## src/rtl/uart_tx_param.sv

```systemverilog
// UART transmitter on the system clock with a bit-period counter and a valid/ready input.
// It supports runtime baud divisor, none/odd/even/mark parity and one or two stop bits.
module uart_tx_param #(
    parameter int DATA_W = 8,
    parameter int DIV_W  = 16
) (
    input  logic              clock,
    input  logic              reset_n,
    input  logic              tx_valid,
    output logic              tx_ready,
    input  logic [DATA_W-1:0] data_in,
    input  logic [1:0]        parity_type,
    input  logic              two_stop,
    input  logic [DIV_W-1:0]  baud_div,
    output logic              data_tx,
    output logic              active_flag,
    output logic              done_flag
);

    localparam int CNT_W = $clog2(DATA_W);
    localparam logic [CNT_W-1:0] LAST_BIT = CNT_W'(DATA_W - 1);

    typedef enum logic [2:0] {
        IDLE,
        START,
        DATA,
        PARITY,
        STOP
    } state_t;

    state_t            state_q;
    logic [DIV_W-1:0]  tick_q;
    logic [DIV_W-1:0]  tick_d;
    logic [DIV_W-1:0]  div_q;
    logic [CNT_W-1:0]  bit_q;
    logic [DATA_W-1:0] shift_q;
    logic              par_bit_q;
    logic [1:0]        par_type_q;
    logic              two_stop_q;
    logic              stop2_q;
    logic              data_tx_q;
    logic              active_q;
    logic              done_q;
    logic              par_calc;
    logic              bit_end;

    always_comb begin
        par_calc = 1'b0;
        case (parity_type)
            2'b01:   par_calc = ~^data_in;
            2'b10:   par_calc = ^data_in;
            2'b11:   par_calc = 1'b1;
            default: par_calc = 1'b0;
        endcase
    end

    // The tick counter wraps on the last cycle of every bit, so it is already 0 in IDLE.
    assign bit_end = (tick_q == div_q);
    assign tick_d  = bit_end ? '0 : tick_q + DIV_W'(1);

    always_ff @(posedge clock or negedge reset_n) begin
        if (!reset_n) begin
            state_q    <= IDLE;
            tick_q     <= '0;
            div_q      <= '0;
            bit_q      <= '0;
            shift_q    <= '0;
            par_bit_q  <= 1'b0;
            par_type_q <= 2'b00;
            two_stop_q <= 1'b0;
            stop2_q    <= 1'b0;
            data_tx_q  <= 1'b1;
            active_q   <= 1'b0;
            done_q     <= 1'b0;
        end else begin
            done_q <= 1'b0;
            case (state_q)
                IDLE: begin
                    if (tx_valid) begin
                        shift_q    <= data_in;
                        par_bit_q  <= par_calc;
                        par_type_q <= parity_type;
                        two_stop_q <= two_stop;
                        div_q      <= baud_div;
                        tick_q     <= '0;
                        bit_q      <= '0;
                        stop2_q    <= 1'b0;
                        data_tx_q  <= 1'b0;
                        active_q   <= 1'b1;
                        state_q    <= START;
                    end
                end
                START: begin
                    tick_q <= tick_d;
                    if (bit_end) begin
                        data_tx_q <= shift_q[0];
                        state_q   <= DATA;
                    end
                end
                DATA: begin
                    tick_q <= tick_d;
                    if (bit_end) begin
                        if (bit_q == LAST_BIT) begin
                            if (par_type_q != 2'b00) begin
                                data_tx_q <= par_bit_q;
                                state_q   <= PARITY;
                            end else begin
                                data_tx_q <= 1'b1;
                                state_q   <= STOP;
                            end
                        end else begin
                            bit_q     <= bit_q + CNT_W'(1);
                            shift_q   <= shift_q >> 1;
                            data_tx_q <= shift_q[1];
                        end
                    end
                end
                PARITY: begin
                    tick_q <= tick_d;
                    if (bit_end) begin
                        data_tx_q <= 1'b1;
                        state_q   <= STOP;
                    end
                end
                STOP: begin
                    tick_q <= tick_d;
                    if (bit_end) begin
                        if (two_stop_q && !stop2_q) begin
                            stop2_q <= 1'b1;
                        end else begin
                            active_q <= 1'b0;
                            done_q   <= 1'b1;
                            state_q  <= IDLE;
                        end
                    end
                end
                default: begin
                    data_tx_q <= 1'b1;
                    active_q  <= 1'b0;
                    state_q   <= IDLE;
                end
            endcase
        end
    end

    assign tx_ready    = (state_q == IDLE);
    assign data_tx     = data_tx_q;
    assign active_flag = active_q;
    assign done_flag   = done_q;

endmodule
```

## config.mk

```make
export PLATFORM = sky130hd
export DESIGN_NAME = uart_tx_param
export DESIGN_NICKNAME = d
export VERILOG_FILES = /design/src/rtl/uart_tx_param.sv
export SDC_FILE = /design/constraint.sdc
export NUM_CORES = 1
export LEC_CHECK = 0
export CORE_MARGIN = 2
export CORE_UTILIZATION = 50
export DETAILED_ROUTE_END_ITERATION = 8
export GPL_TIMING_DRIVEN = 0
export HOLD_SLACK_MARGIN = 0.03
export PLACE_DENSITY = 0.84
export SLEW_MARGIN = 20
export SYNTH_ARGS = -nofsm -noshare
export SYNTH_HDL_FRONTEND = slang
export SYNTH_SLANG_ARGS = --single-unit
```

## constraint.sdc

```tcl
create_clock -name clock -period 1.95 [get_ports clock]
set_input_delay 0.195 -clock clock [delete_from_list [all_inputs] [get_ports clock]]
set_output_delay 0.195 -clock clock [all_outputs]
set_load 0.01 [all_outputs]
```

* After elaboration in Yosys (flattened, before gate mapping)
Cells that the tools add are included.
Word-level totals: flip-flop bits (word level) 54, word-level logic and storage cells 90
Cells by class: add/sub/neg operators 2, equal/unequal tests 18, multiplexer cells 38, bitwise operators 2, reduce and logical (&&, ||, !) cells 18
Operators with widths (count):
- $mux W3 | 11
- $mux W16 | 2
- $pmux W16 S2 | 1
- $mux W8 | 3
- $ne A2 B2 Y1 const B | 9
- $add A16 B1 Y16 const B | 1
- $eq A16 B16 Y1 | 1
- $pmux W8 S2 | 1
- $pmux W3 S5 | 1
- $mux W1 | 14
- $reduce_and A4 Y1 | 3
- $reduce_bool A2 Y1 | 4
- $reduce_xnor A8 Y1 | 1
- $reduce_xor A8 Y1 | 1
- $reduce_and A7 Y1 | 1
- $eq A3 B2 Y1 const B | 2
- $eq A3 B3 Y1 const B | 2
- $pmux W1 S3 | 2
- $pmux W3 S2 | 1
- $pmux W1 S5 | 1
- $reduce_and A5 Y1 | 1
- $eq A2 B2 Y1 const B | 2
- $reduce_and A2 Y1 | 2
- $reduce_or A4 Y1 | 1
- 9 further kinds | 10

* Depth between registers and ports, before layout
depth after elaboration 5, depth in mapped cells 7, depth with buffers taken out 6

* Worst setup path after synthesis
Ideal clock, no wire load.
path kind reg-to-reg, start point register state_q[1], end point register tick_q[12], data arrival time 1.832 ns, data required time 1.872 ns, slack 0.040 ns, cell stages (with the launch flop) 7, buffers on the path 2, period minus slack after synthesis 1.910 ns, cells stage by stage dfrtp_1 buf_6 o21a_4 or4b_1 clkbuf_2 or3_1 a21oi_1
Between the ends: longest elaborated chain between the ends 4, elaborated cells between the ends (all ways) 10, those cells by class eq/ne: 5; mux: 1; reduce/logical: 4
Ends and longest elaborated chain:
- start: declaration | line 31 | state_t state_q;
- start signal: assignment | line 63 | state_q <= IDLE;
- start signal: assignment | line 90 | state_q <= START;
- start signal: assignment | line 97 | state_q <= DATA;
- $eq A3 B3 Y1 (tied with other cells) | line 77 | case (state_q)
- $reduce_or A4 Y1 (no source line)
- $reduce_bool A2 Y1 (no source line)
- $reduce_and A2 Y1 (no source line)
- end signal: assignment | line 94 | tick_q <= tick_d;
- end signal: assignment | line 101 | tick_q <= tick_d;
- end signal: assignment | line 119 | tick_q <= tick_d;
- end: declaration | line 32 | logic [DIV_W-1:0] tick_q;
Parallel ways exist; a longest one is shown, timed or not. A chain may end at the register's enable or synchronous reset.

* Final worst setup path
start point register tick_q[1], end point register bit_q[0]
Between the ends: longest elaborated chain between the ends 3
Ends and longest elaborated chain:
- $eq A16 B16 Y1 | line 58 | assign bit_end = (tick_q == div_q);
- $ne A2 B2 Y1 (no source line)
- $reduce_and A4 Y1 (no source line)
- end signal: assignment | line 112 | bit_q <= bit_q + CNT_W'(1);
- end: declaration | line 35 | logic [CNT_W-1:0] bit_q;
No other way between the ends.

==> results.md <==
* Status: finished, violations left
* Failing checks: negative setup slack
* TritonCTS buffer count at 5
* CTS tree: yes
* Post-Route Skew at 0.00873 ns
* Routed wire length at around 5600 µm
* Post-Synth XOR/XNOR Area at 11.4%
* Vias post-DR at 2082
* Critical Path RT at 2.14 ns
* Initial antenna violation count at 0
* Post-synth EDFFs at 0
* Die area at 6130 µm²
* VDD IR max at 0.470 mV
* TritonRoute pass-1 iters at 4
* Initial drt markers at 174
* Fraction of synthesized area in multiplexers at slightly above 9%
* Simple logic cell fraction of the synthesized area at between 10 and 15%
* Clk pin slew, worst setup/hold paths at 0.09 ns
* Die height at 78.3 µm
* Register area share after synthesis at roughly half
* Worst setup EP type: register
* Slowest stage cell, crit path: dfrtp_1
* Predominant post-synthesis flop cell: dfrtp_1
* Tmin final at roughly 2.0 ns
* Post-route cell area at 3460 µm²
* Leak at 1.44 nW
* DRC viols at 0
* Clk Latency, worst-skew pair at ~0.31 ns
* CTS Buffer Depth at 2
* Ratio of cells with drive above 1 in the final layout at 21.8%
* Die Wd at 78.3 µm
* CTS sink cnt at 54
* Netlist cell types at 44
* Ports at 34
* Largest family of logic cells by synthesized area: simple AND/OR/NAND/NOR gates
* Slew Limit Fails at 0
* Global Route Usage Sum at 18.9%
* Mapped Area at 2760 µm²
* Worst Hold Class: in2async
* Final Cycle Share at 101%
* Post-DP HPWL at 3670 µm
* Vias per Instance at around 5.5
* Class of the most critical setup path: reg2reg
* GP Congestion at a little over 0.8
* IO buf count at 33
* Core Area at about 5400 µm²
* Worst setup SP type: register
* Area Overhead vs Synth at 25.3%
* Worst Slack Setup Final at -0.0125 ns
* Final Setup Violations at 1
* FMAX at 0.510 GHz
* Pwr/cell area at 951 nW/µm²
* Mean Syn Cell Area at 10.7 µm²
* H-Tree Depth at 2
* Critical Path Max Stage Delay at 0.43 ns
* Crit-path max FO at 10
* RSZ-0062 raised after global routing: true
* Starting Density at 51.1%
* Root Buffer: clkbuf_8
* Post-route ant nets at 0
* Setup WS pre-CTS at -0.354 ns
* First-pass GRT wire length at 9280 µm
* Largest net degree at the start of global routing at 55
* Net Count, Synth at between 200 and 300
* Mapped Cells at 257
* Synth Area in Compound Gates at 10.6%
* Hold WS at 0.478 ns
* Routed len/inst at 14.7 µm
* Final setup TNS at -0.0125 ns
* Worst slew margin at roughly 55%
* Final #Nets at 340
* Most Frequent Cell on Critical Path: buf_4
* Hold Vio Cnt, Final at 0
* Max-cap violations at 0
* Yosys warns at 0
* Cell Chain, Critical Path: xnor2_1 > nand4_1 > nor4_4 > buf_4 > o22ai_1 > buf_4 > mux2_2
* Vias in the first global route at 2080
* Row count at 27
* Async S/R FF share, synth at 100%
* Post-synthesis adder-cell area fraction at under 10%
* GRT Residual Overflow at 0
* Synth Register Bits at 54
* Dpl cell area at 3180 µm²
* Worst-margin pin slew at 0.673 ns
* Crit path DAT at 2.16 ns
* N_diodes at 0
[registers in the layout, indices dropped and copies added (netlist names)]
register	flops
done_flag	1
div_q	16
stop2_q	1
tick_q	16
two_stop_q	1
shift_q	8
state_q	3
par_type_q	2
bit_q	3
active_flag	1
data_tx	1
par_bit_q	1
[worst max-delay path: cells and delay by family (launching register included)]
| family | cells | cell delay [ns] |
|---|---|---|
| buffers and inverters | 2 | 0.39 |
| AND/OR/NAND/NOR | 2 | 0.52 |
| flip-flops | 1 | 0.43 |
| XOR/XNOR | 1 | 0.16 |
| AO/OA/AOI/OAI | 1 | 0.10 |
| multiplexers | 1 | 0.26 |
[metrics by stage]
step / power, mW / instances / utilization (%)
finish: 3.29 / 379 / 64.0
CTS: 3.23 / 376 / 62.5
floorplan: 2.35 / 257 / -
global route: 3.49 / 379 / 64.0
global placement: 2.57 / 362 / 58.8
detailed placement: 2.61 / 362 / 58.8
[routing by layer]
metal  global-route usage, %  vias up  routed length (µm)
met3                    3.10        7                 244
met5                       0        -                   0
met4                    8.60        0                  76
met2                    30.3       52                2730
met1                    25.3     1025                2530
li1                        -      998                   -
[kinds of logic (layout without fill, tap and decap cells)]
| family | after synthesis | in the layout |
|---|---|---|
| AOI/OAI and AO/OA | 39 | 39 |
| xor gates and xnor gates | 36 | 36 |
| adders and majority gates | 3 | 3 |
| buffers and inverters | 22 | 72 |
| DFF | 54 | 54 |
| muxes | 23 | 23 |
| and+or+nand+nor | 80 | 80 |
[worst paths after layout]
kind,start,end,slack (ns),cells after the start
max,tick_q[1]$_DFFE_PN0P_,bit_q[0]$_DFFE_PN0P_,-0.01,7
max reg2reg,tick_q[1]$_DFFE_PN0P_,bit_q[0]$_DFFE_PN0P_,-0.01,7
min,reset_n,tick_q[15]$_DFFE_PN0P_,0.48,2
min reg2reg,shift_q[7]$_DFFE_PN0P_,shift_q[7]$_DFFE_PN0P_,0.51,1
min in group clock,baud_div[5],div_q[5]$_DFFE_PN0P_,0.49,2
max in group asynchronous,reset_n,tick_q[10]$_DFFE_PN0P_,1.00,2
[area by class of cell]
cell class	count	area, µm²
multi-input cells	181	1400
repair buffers	44	413
clock buffers	7	76.3
inverters	11	41.3
plain buffers	10	76.3
flip-flops and latches	54	1360
fillers	411	1950
well taps	72	90.1
[Yosys cell counts, types with 2 or more instances]
cell | instances | area share [%]
dfrtp_1 | 53 | 48
nor2_1 | 35 | 4.8
xnor2_1 | 29 | 9.2
mux2_2 | 21 | 8.6
inv_1 | 11 | 1.5
nand4_1 | 9 | 2.0
nand2_1 | 8 | 1.1
a31oi_1 | 7 | 1.6
o2bb2a_1 | 7 | 2.5
xor2_1 | 7 | 2.2
a21oi_1 | 6 | 1.1
o21ai_0 | 6 | 1.1
buf_2 | 5 | 0.91
clkbuf_1 | 4 | 0.54
nor3_1 | 4 | 0.73
a22o_1 | 3 | 0.95
and4_1 | 3 | 0.95
ha_1 | 3 | 1.4
nand2b_1 | 3 | 0.68
nand3_1 | 3 | 0.54
nor4_1 | 3 | 0.68
and2_1 | 2 | 0.45
mux2i_1 | 2 | 0.73
o31a_1 | 2 | 0.63
or3_1 | 2 | 0.45
[cell usage in the layout, fill, tap and decap left out, types with 3 or more instances in the layout]
master           synthesis  routed
xor2_1                   7       7
o21ai_0                  6       6
nand2b_1                 3       3
clkbuf_8                 0       5
xnor2_1                 29      27
nor2_1                  35      33
nand2_1                  8       8
and4_1                   3       3
dfrtp_1                 53      48
o2bb2a_1                 7       7
mux2_2                  21      21
a22o_1                   3       3
buf_4                    0      12
inv_1                   11      11
nand4_1                  9       9
a31oi_1                  7       7
dfrtp_2                  0       5
nand3_1                  3       3
clkdlybuf4s50_1          0      32
clkbuf_1                 4       3
ha_1                     3       3
a21oi_1                  6       5
[report_power, final]
group          leakage [nW]  total, mW  internal [mW]  switching (mW)
Combinational         0.739      0.991          0.595           0.395
Clock                0.0383      0.593          0.248           0.344
Sequential            0.659       1.71           1.45           0.259
[what timing repair did]
item / CTS / global route
hold buffers: 1 / 0
pin swaps: 4 / 6
gates resized for setup: 16 / 20
hold endpoints to repair: 53 / 0
setup endpoints to repair: 54 / 31
setup buffers: 6 / 4
No activity file was read; power rests on OpenSTA's default activity.
